<file path="src/rtl/shifter_serial_unit.sv">
// rtl/shifter_serial_unit.sv - bit-serial ARM operand-2 shifter, one 1-bit shift per clock
module shifter_serial_unit #(
    parameter int WIDTH = 32
) (
    input  logic             clk,
    input  logic             reset_n,
    input  logic             in_valid,
    output logic             in_ready,
    input  logic [1:0]       shift_type,
    input  logic [7:0]       shift_num,
    input  logic             not_shift,
    input  logic [WIDTH-1:0] x,
    input  logic             c_in,
    output logic             out_valid,
    input  logic             out_ready,
    output logic [WIDTH-1:0] y,
    output logic             c_out
);

    localparam int LW = $clog2(WIDTH);
    localparam int CW = $clog2(WIDTH + 2);

    localparam logic [1:0] S_IDLE = 2'd0;
    localparam logic [1:0] S_BUSY = 2'd1;
    localparam logic [1:0] S_DONE = 2'd2;

    localparam logic [1:0] T_LSL = 2'b00;
    localparam logic [1:0] T_LSR = 2'b01;
    localparam logic [1:0] T_ASR = 2'b10;
    localparam logic [1:0] T_ROR = 2'b11;

    logic [1:0]       r_state;
    logic [1:0]       r_type;
    logic [CW-1:0]    r_count;
    logic [WIDTH-1:0] r_y;
    logic             r_c;

    logic [31:0]      w_amt_ext;
    logic [LW-1:0]    w_ror_low;
    logic [CW-1:0]    w_n;
    logic             w_c_load;

    assign w_amt_ext = {24'd0, shift_num};
    assign w_ror_low = shift_num[LW-1:0];

    // Linear shifts saturate at WIDTH+1 steps: the extra step pushes a 0 (or sign) into carry.
    always_comb begin
        w_n      = '0;
        w_c_load = c_in;
        if (!not_shift) begin
            if (shift_type == T_ROR) begin
                w_n = CW'(w_ror_low);
                if ((shift_num != 8'd0) && (w_ror_low == '0)) begin
                    w_c_load = x[WIDTH-1];
                end
            end else if (w_amt_ext > 32'(WIDTH + 1)) begin
                w_n = CW'(WIDTH + 1);
            end else begin
                w_n = w_amt_ext[CW-1:0];
            end
        end
    end

    always_ff @(posedge clk or negedge reset_n) begin
        if (!reset_n) begin
            r_state <= S_IDLE;
            r_type  <= T_LSL;
            r_count <= '0;
            r_y     <= '0;
            r_c     <= 1'b0;
        end else begin
            case (r_state)
                S_IDLE: begin
                    if (in_valid) begin
                        r_y     <= x;
                        r_c     <= w_c_load;
                        r_type  <= shift_type;
                        r_count <= w_n;
                        r_state <= (w_n != '0) ? S_BUSY : S_DONE;
                    end
                end
                S_BUSY: begin
                    case (r_type)
                        T_LSL: begin
                            r_c <= r_y[WIDTH-1];
                            r_y <= {r_y[WIDTH-2:0], 1'b0};
                        end
                        T_LSR: begin
                            r_c <= r_y[0];
                            r_y <= {1'b0, r_y[WIDTH-1:1]};
                        end
                        T_ASR: begin
                            r_c <= r_y[0];
                            r_y <= {r_y[WIDTH-1], r_y[WIDTH-1:1]};
                        end
                        default: begin
                            r_c <= r_y[0];
                            r_y <= {r_y[0], r_y[WIDTH-1:1]};
                        end
                    endcase
                    r_count <= r_count - CW'(1);
                    if (r_count == CW'(1)) begin
                        r_state <= S_DONE;
                    end
                end
                S_DONE: begin
                    if (out_ready) begin
                        r_state <= S_IDLE;
                    end
                end
                default: r_state <= S_IDLE;
            endcase
        end
    end

    assign in_ready  = (r_state == S_IDLE);
    assign out_valid = (r_state == S_DONE);
    assign y         = r_y;
    assign c_out     = r_c;

endmodule

</file>
<file path="config.mk">
export PLATFORM = sky130hd
export DESIGN_NAME = shifter_serial_unit
export DESIGN_NICKNAME = d
export VERILOG_FILES = /design/src/rtl/shifter_serial_unit.sv
export SDC_FILE = /design/constraint.sdc
export NUM_CORES = 1
export LEC_CHECK = 0
export CORE_AREA = 4 4 82 84
export DETAILED_ROUTE_END_ITERATION = 10
export DIE_AREA = 0 0 86 88
export MAX_ROUTING_LAYER = met4
export PLACE_DENSITY = 0.82
export SYNTH_ARGS = -nofsm -noshare
export SYNTH_HDL_FRONTEND = slang
export SYNTH_SLANG_ARGS = --single-unit
</file>
<file path="constraint.sdc">
create_clock -name clk -period 1.88 [get_ports clk]
set_clock_uncertainty 0.05 [all_clocks]
set_input_delay 0.282 -clock clk [delete_from_list [all_inputs] [get_ports clk]]
set_output_delay 0.282 -clock clk [all_outputs]
set_load 0.05 [all_outputs]
</file>
* Yosys cells after proc, flatten, opt, wreduce, memory -nomap -nowiden *
Cells that the tools add are included.

storage, ports and cells
  output and inout port bits = 35
  flip-flop bits (word level) = 43
  word-level logic and storage cells = 48

operators by class
  muxes and demuxes = 19
  add/sub/neg operators = 1
  reductions and logical operators = 11
  equal/unequal tests = 10
  magnitude comparators = 1

operators by type and width
  operator               count
  $pmux W32 S3           1
  $pmux W32 S2           1
  $mux W32               1
  $mux W6                4
  $pmux W6 S2            1
  $gt A8 B6 Y1 const B   1
  $mux W2                4
  $reduce_bool A8 Y1     1
  $eq A2 B2 Y1 const B   3
  $eq A6 B1 Y1 const B   1
  $ne A2 B2 Y1 const B   3
  $pmux W2 S3            1
  $reduce_and A3 Y1      2
  $reduce_bool A6 Y1     1
  $sub A6 B1 Y6 const B  1
  $logic_not A5 Y1       1
  $mux W1                5
  $eq A2 B1 Y1 const B   2
  $logic_not A2 Y1       2
  $reduce_and A2 Y1      2
  $ne A2 B1 Y1 const B   1
  $pmux W1 S2            1
  $reduce_bool A2 Y1     1
  $logic_and A1 B1 Y1    1

* Depth between registers and ports, before layout *
  depth in word-level cells = 8
  gate-level depth with buffers = 6

* Least setup slack after synthesis *
Ideal clock, no wire load.

  path type = register to output
  start = register r_state[0]
  end = output in_ready
  stages on the path, launching flop included = 5
  data arrival time = 1.554 ns
  slack = -0.006 ns
  buffers on the path = 3
  data required time = 1.548 ns
  path through = dfrtp_1 buf_2 clkbuf_1 buf_1 nor2_1

on the way
  longest elaborated chain between the ends = 1

RTL lines
  what                    RTL line  RTL
  start, declared         32        logic [1:0] r_state;
  start signal, assigned  79        r_state <= (w_n != '0) ? S_BUSY : S_DONE;
  $logic_not A2 Y1        116       assign in_ready = (r_state == S_IDLE);
  end, declared           8         output logic in_ready,

No other way between the ends.

* Worst setup path after layout *
  start = register r_c, in the netlist c_out
  end = output c_out

RTL lines
  what                    RTL line  RTL
  start, declared         36        logic r_c;
  start signal, assigned  76        r_c <= w_c_load;
  start signal, assigned  85        r_c <= r_y[WIDTH-1];
  start signal, assigned  89        r_c <= r_y[0];
  end, declared           17        output logic c_out

No word-level cell between the ends.

==> flow_metrics.tcl <==
set metrics [dict create \
    synth_ff_type "dfrtp_1" \
    layout_min_cycle_time_ns 1.78 \
    fin_hold_ws_ns 0.457 \
    arrival_ns 1.45 \
    regToRegStartpoint "r_state[1]" \
    die_area_um2 7570 \
    drc 0 \
    htreeDepth 2 \
    drt-total-wl_mm 7.14 \
    slowest_delay_ns 0.80 \
    io_buffers 82 \
    postSynth.asyncResetShare_pct 100 \
    yosysWarnings 0 \
    area_growth_pct 39.1 \
    wl_per_cell_um 16.7 \
    place_congestion 0.913 \
    rows 28 \
    layout.nets 400 \
    cts_tree "done" \
    grt_pass1_wl_mm 11.5 \
    grt_max_degree 28 \
    r2r-end "r_count[4]" \
    hold_class "in2async" \
    max-clock-path-buffers 2 \
    hpwl_mm 5.21 \
    antenna_left 0 \
    core_area_um2 5920 \
    netlist_top_cells_count "43 x dfrtp_1, 34 x a21oi_1, 33 x mux2i_1, 31 x nor3b_1, 30 x o22a_1" \
    tightest_slew_ns 0.580 \
    critPathBufInv 1 \
    antenna_found_initial 0 \
    path_class "reg2out" \
    io_pins 83 \
    cp-start-kind "register" \
    endpoint "c_out" \
    slew_violations 0 \
    synth_cell_types 38 \
    synth_most_common_cell "dfrtp_1" \
    synth_top_cell_area_share_pct 41.1 \
    critPathSlowestCell "clkdlybuf4s50_1" \
    ys_seq_area_share_pct 41.1 \
    grt_use_total_pct 19.6 \
    drive_gt1_share_pct 20.2 \
    post-cts-setup-buffer-count 0 \
    cp-startpoint "c_out" \
    fp.dieW_um 86 \
    yosys.area.top_type "dfrtp_1" \
    vias_per_cell 5.58 \
    avgSynthCellArea_um2 9.91 \
    syn-cell-area_um2 2620 \
    rrSetupSlack_ns 0.20 \
    initialDrtViolationCount 142 \
    worst_ir_drop_vdd_v 0.00109 \
    postLayoutCoreUtil_pct 61.5 \
    cts-buffers-inserted 5 \
    worstPathRequired_ns 1.55 \
    grt_remaining_overflow 0 \
    place_inst 417 \
    clkTransAtPathRegs_ns 0.08 \
    worst_slack_ns 0.101 \
    clock-root-buffer "clkbuf_8" \
    hold_violations 0 \
    crit_cells 1 \
    netlist_instances 264 \
    setup_viol 0 \
    r2r.worst_path.cells 4 \
    via_count 2378 \
    worstPathCellList "clkdlybuf4s50_1" \
    first_pass_iters 4 \
    fin_cells 426 \
    synth.area.top_cells "dfrtp_1 41%, mux2i_1 13%, o22a_1 10%" \
    fp.dieH_um 88 \
    post-route-period-util_pct 94.6 \
    synth_edf_count 0 \
    power.density_nw_per_um2 1940 \
    grt_setup_unrepaired "false" \
    cts_resized 0 \
    grt_pass1_vias 2345 \
    clock_latency_ns 0.29 \
    ys_ff_latch 43 \
    crit_fanout 2 \
    num_antenna_cells 0 \
    maxCapViolCount 0 \
    leakage_nw 1.44 \
    numClockSinks 43 \
    status "completed" \
    initial_core_util_pct 44.2 \
    relSlewSlack_pct 61.3 \
    max_freq_ghz 0.562 \
    endpoint_kind "output pin" \
    path_delay_family "buffers and inverters" \
    dp_slack_ns -0.169 \
    syn-num-nets 314 \
]
[logic make-up (layout without fill, tap and decap cells)]
logic type / Yosys count / count (layout) / share of synthesized area (%)
AO/OA/AOI/OAI: 85 / 85 / 22.5
XOR/XNOR: 1 / 1 / 0.335
adder cells (fa/ha/maj): 2 / 2 / 0.956
buffers and inverters: 27 / 114 / 4.11
flip-flops: 43 / 43 / 41.1
multiplexers: 36 / 36 / 13.9
AND/OR/NAND/NOR: 70 / 70 / 17.0
[layout make-up]
cell class                      count  area [µm²]
Fill cell                         485        2280
Tap cell                           75        93.8
Sequential cell                    43        1080
Clock buffer                        5        68.8
Clock inverter                      3        15.0
Inverter                            5        18.8
Timing Repair Buffer              101         926
Multi-Input combinational cell    194        1440
[placed cells by master, fill, tap and decap left out, types with 6 or more instances in the layout]
master and instances:
dfrtp_1 42, nor3b_1 31, buf_4 48, o22a_1 30
nor2_1 15, o21ai_0 6, mux2i_1 33, a21oi_1 34
clkdlybuf4s50_1 47
[worst min path at each step]
| stage | start | endpoint | slack (ns) |
|---|---|---|---|
| floorplan | reset_n | c_out | -0.06 |
| global placement | reset_n | c_out | 0.25 |
| detailed placement | reset_n | r_state[1] | 0.25 |
| CTS | reset_n | y[0] | 0.47 |
| global route | reset_n | r_state[1] | 0.49 |
| finish | reset_n | r_state[1] | 0.46 |
[metal layers]
metal	part of all wire (%)	vias up	GRT usage (%)	wire length (µm)
met5	0	-	-	0
met2	47	77	31.3	3390
met4	1.2	0	6.19	85
met3	5.8	8	3.10	417
met1	45	1122	25.6	3250
li1	-	1171	-	-
[stage by stage]
stage	power [mW]	TNS [ns]	instance area, µm²
after CTS	7.09	0	3640
after global placement	6.39	-0.126	3550
final	7.05	0	3640
after floorplan	5.05	-0.0119	2620
after global routing	7.49	0	3640
after detailed placement	6.51	-0.559	3550
[sequential cells by signal (all words and copies together) (netlist names)]
signal / count
r_type: 2
c_out: 1
y: 32
r_count: 6
r_state: 2
[power by group]
group / switching (mW) / total, mW / internal (mW)
registers: 0.541 / 1.91 / 1.37
logic: 2.71 / 4.57 / 1.86
clock network: 0.309 / 0.563 / 0.254
[what timing repair did]
item	CTS	global route
hold endpoints to repair	21	0
setup endpoints to repair	0	0
hold buffers	1	0
(Power assumes the default switching activity.)
